==> src/rtl/vga_fb_ctrl.sv <==
// ============================================================================
// Module  : vga_fb_ctrl
// Purpose : Shares a 1RW framebuffer RAM between a sequential display-read
//           stream (into a prefetch FIFO) and a host write port.
// Revision: 1.0
// ============================================================================
`default_nettype none

module vga_fb_ctrl #(
  parameter int AW         = 10,
  parameter int DW         = 12,
  parameter int FRAME_SIZE = 1 << AW,
  parameter int DEPTH      = 4,
  parameter int LOW_WM     = 2
) (
  input  logic          clk,
  input  logic          rst,
  output logic          ram_we,
  output logic [AW-1:0] ram_addr,
  output logic [DW-1:0] ram_din,
  input  logic [DW-1:0] ram_dout,
  input  logic          host_valid,
  input  logic [AW-1:0] host_addr,
  input  logic [DW-1:0] host_data,
  output logic          host_ready,
  output logic          pix_valid,
  input  logic          pix_ready,
  output logic [DW-1:0] pix_data,
  output logic          pix_sof,
  input  logic          frame_restart
);

  localparam int            c_PW     = $clog2(DEPTH);
  localparam logic [c_PW:0] c_DEPTH  = (c_PW+1)'(DEPTH);
  localparam logic [c_PW:0] c_LOW_WM = (c_PW+1)'(LOW_WM);
  localparam logic [AW-1:0] c_LAST   = AW'(FRAME_SIZE - 1);

  logic [AW-1:0]   r_rd_addr;
  logic            r_inflight;
  logic            r_inflight_sof;
  logic [DW:0]     r_mem [DEPTH];
  logic [c_PW-1:0] r_wp;
  logic [c_PW-1:0] r_rp;
  logic [c_PW:0]   r_count;

  logic [c_PW:0]   w_occ;
  logic            w_read_go;
  logic            w_host_wr;
  logic            w_push;
  logic            w_pop;
  logic            w_pix_valid;

  // In-flight read counts toward occupancy so FIFO space is reserved at issue.
  assign w_occ       = r_count + (c_PW+1)'(r_inflight);
  assign w_read_go   = !rst && !frame_restart && (w_occ < c_DEPTH) &&
                       !(host_valid && (w_occ >= c_LOW_WM));
  assign host_ready  = !rst && !frame_restart && !w_read_go;
  assign w_host_wr   = host_valid && host_ready;

  assign ram_we      = w_host_wr;
  assign ram_addr    = w_host_wr ? host_addr : r_rd_addr;
  assign ram_din     = host_data;

  assign w_pix_valid = (r_count != '0);
  assign w_push      = r_inflight && !rst && !frame_restart;
  assign w_pop       = w_pix_valid && pix_ready && !rst && !frame_restart;

  assign pix_valid   = w_pix_valid;
  assign pix_data    = r_mem[r_rp][DW-1:0];
  assign pix_sof     = w_pix_valid && r_mem[r_rp][DW];

  always_ff @(posedge clk) begin
    if (w_push) begin
      r_mem[r_wp] <= {r_inflight_sof, ram_dout};
    end
  end

  always_ff @(posedge clk) begin
    if (rst || frame_restart) begin
      r_rd_addr      <= '0;
      r_inflight     <= 1'b0;
      r_inflight_sof <= 1'b0;
      r_wp           <= '0;
      r_rp           <= '0;
      r_count        <= '0;
    end else begin
      r_inflight <= w_read_go;
      if (w_read_go) begin
        r_rd_addr      <= (r_rd_addr == c_LAST) ? '0 : r_rd_addr + AW'(1);
        r_inflight_sof <= (r_rd_addr == '0);
      end
      if (w_push) begin
        r_wp <= r_wp + c_PW'(1);
      end
      if (w_pop) begin
        r_rp <= r_rp + c_PW'(1);
      end
      case ({w_push, w_pop})
        2'b10:   r_count <= r_count + (c_PW+1)'(1);
        2'b01:   r_count <= r_count - (c_PW+1)'(1);
        default: r_count <= r_count;
      endcase
    end
  end

endmodule

`default_nettype wire

==> config.mk <==
export PLATFORM = sky130hd
export DESIGN_NAME = vga_fb_ctrl
export DESIGN_NICKNAME = d
export VERILOG_FILES = /design/src/rtl/vga_fb_ctrl.sv
export SDC_FILE = /design/constraint.sdc
export NUM_CORES = 1
export LEC_CHECK = 0
export ABC_AREA = 1
export BUFFER_PORTS_ARGS = -buffer_cell sky130_fd_sc_hd__buf_4
export CAP_MARGIN = 20
export CORE_MARGIN = 1
export CORE_UTILIZATION = 51
export DETAILED_ROUTE_END_ITERATION = 7
export PLACE_DENSITY = 0.78
export SLEW_MARGIN = 20
export SYNTH_ARGS = -nofsm -noshare
export SYNTH_HDL_FRONTEND = slang
export SYNTH_SLANG_ARGS = --single-unit
==> constraint.sdc <==
create_clock -name clk -period 3.6 [get_ports clk]
set_input_delay 0.72 -clock clk [delete_from_list [all_inputs] [get_ports clk]]
set_output_delay 0.72 -clock clk [all_outputs]
set_load 0.01 [all_outputs]
==> flow_summary.toml <==
[outcome]
status = "finished clean"

[route]
drt_iter0_drc = 150
drc = 0
viasPerCell = 5.188
vias = 2433
wire_per_inst_um = 13.67
postRouteAntennaNets = 0
dr.pass1.iters = 4
wirelength_mm = 6.413

[logic_synthesis]
synth_xor_area_frac = 0.005224
netlist_area_um2 = 3353
synth-compound-area-share = 0.08657
yosys_warnings = 0
synth_top_family_by_area = "simple AND/OR/NAND/NOR gates"
synth_area_per_cell_um2 = 9.776
synth-simple-area-share = 0.1922
syn_inst = 343
ys_seq_area_frac = 0.5910
synth_mux_area_frac = 0
ys_ff_latch = 73
yosysUniqueCellTypes = 30
synth_fa_ha_area_frac = 0.03582
syn_nets = 391

[setup_path]
crit_family = "simple AND/OR/NAND/NOR gates"
crit_path_start_kind = "input port"
max_stage_delay_ns = 0.39
cp.buffers_inverters = 3
critical_path_required_ns = 2.88
cp_cell_sequence = "buf_4 -> nor2_2 -> nand2_1 -> nor2_4 -> nor2_4 -> nand2_2 -> inv_2 -> nand2_1 -> nand2_1 -> buf_4"
arrival_ns = 2.16
path_class = "in2out"
cpMostUsedCell = "nand2_1"
cp_slowest_cell = "nor2_2"
crit_fanout = 11
end_kind = "output port"

[sta]
holdWs_ns = 0.5069
hold_viol = 0
max_slew_margin = 0.4954
fin_crit_sh = 0.8003
rsz0062_at_grt = "false"
period_needed_ns = 2.881
tightest_slew_ns = 0.7561
max_clock_freq_ghz = 0.3471
setup_tns_ns = 0
skew_ns = 0.008111
finalSetupViolCount = 0
drv_slew = 0

[placed_design]
place.port_buffers = 52
place_hpwl_mm = 4.271
gp_congestion = 0.7858

[worst_hold_path]
hp-class = "reg2reg"

[final_layout]
fillers = 529
drive_gt1_frac = 0.2194
final_nets = 435
area_delta_synth_final_pct = 16.87
seq_area_um2 = 1982
multi_input_area_um2 = 1072
antennaDiodeCount = 0

[floorplanning]
die_w_um = 83.09
die_h_um = 83.09
dieArea_um2 = 6903
initial_utilization = 0.5281
std_cell_rows = 29
core_um2 = 6350
num_io_pins = 77

[cts]
cts.sinks = 73
htreeDepth = 3
clk_latency_ns = 0.35
path_clk_slew_ns = 0.08
cts_buffers = 9
cts_tree = "yes"
cts_buffer_depth = 2
hold_buffers = 0
clock-root-buffer = "clkbuf_8"
post-cts-setup-buffers = 0
post_cts_resized = 0

[power_and_ir_drop]
power.internal_mw = 1.336
p_sw_frac = 0.2103
combPwrFrac = 0.048
p_per_area_nw_per_um2 = 431.6
peakVddDrop_v = 0.0002654
seqPwrFrac = 0.539
clkPwrFrac = 0.412
leakage_nw = 1.590
switching_power_mw = 0.3557

[global_route]
grt_max_degree = 28
overflow = 0
grt_use_total = 0.1973
antenna_found_initial = 0
grt_pass1_vias = 2331
grt_pass1_wl_mm = 10.65

[job]
cap_violations = 0
cells by family after synthesis:
kind of cell	after synthesis
adders and majority gates	9
DFF	73
and+or+nand+nor	149
xor gates and xnor gates	2
buffers and inverters	55
AOI/OAI and AO/OA	55
path summary, 6_finish.rpt:
check | startpoint | endpoint | slack [ns] | cells past startpoint
setup reg to reg | r_count[0] | r_count[2] | 1.57 | 10
hold / removal | r_rp[0] | r_rp[0] | 0.51 | 1
hold reg to reg | r_rp[0] | r_rp[0] | 0.51 | 1
setup / recovery | frame_restart | ram_addr[2] | 0.72 | 10
layout make-up:
type,count,share of cell area
inverter,30,0.02937
timing repair buffer,58,0.1111
clock inverter,7,0.02395
clock buffer,9,0.03161
multi-input combinational,215,0.2736
tap,77,0.02458
sequential,73,0.5057
registers in the layout (all words and copies together) (netlist names), named ones only:
signal / count
r_inflight_sof: 1
r_inflight: 1
r_mem: 52
r_count: 3
r_wp: 2
r_rd_addr: 10
r_rp: 2
per-layer routing:
metal,share of wire,up-vias,global-route usage
met5,0,-,0
met1,0.42,1127,0.2335
met3,0.058,10,0.05368
li1,-,1228,-
met2,0.51,68,0.3368
met4,0.011,0,0.08621
stage by stage:
stage	util	setup WS (ns)	instances	area [um^2]	total power, mW
final	0.6171	0.7190	469	3919	1.692
after global routing	0.6171	0.5550	469	3919	1.750
after CTS	0.6171	0.7136	469	3919	1.704
after detailed placement	0.5829	0.7236	453	3701	1.014
after global placement	0.5829	0.7789	453	3701	1.011
after floorplan	-	1.308	343	3353	0.9845
Yosys cell counts, drive strengths merged:
master,count,area (um^2)
nand2,71,269.0
nor3,4,31.28
or2,1,6.260
dfxtp,21,420.4
xnor2,1,8.760
fa,1,20.02
o21ai,32,160.2
o22ai,12,75.07
ha,8,100.1
buf,20,163.9
nand3,16,90.09
nand3b,1,7.510
nand4,3,18.77
edfxtp,52,1562
xor2,1,8.760
nor2,53,221.5
inv,30,115.1
clkbuf,5,20.01
a21oi,11,55.05
power by group through the flow:
stage | sequential (mW) | clock, mW | combinational, mW
after floorplan | 0.930 | 0 | 0.0547
after global placement | 0.931 | 0 | 0.0799
after detailed placement | 0.931 | 0 | 0.0827
after CTS | 0.912 | 0.709 | 0.0832
after global routing | 0.913 | 0.745 | 0.0917
final | 0.913 | 0.697 | 0.0819
layout by cell type, fill, tap and decap left out, drive strengths merged, types with 11 or more instances in the layout:
cell type,instances
buf,58
o22ai,12
o21ai,32
nor2,53
nand2,71
a21oi,11
inv,31
nand3,16
edfxtp,52
dfxtp,21
No activity file was read; power rests on OpenSTA's default activity.
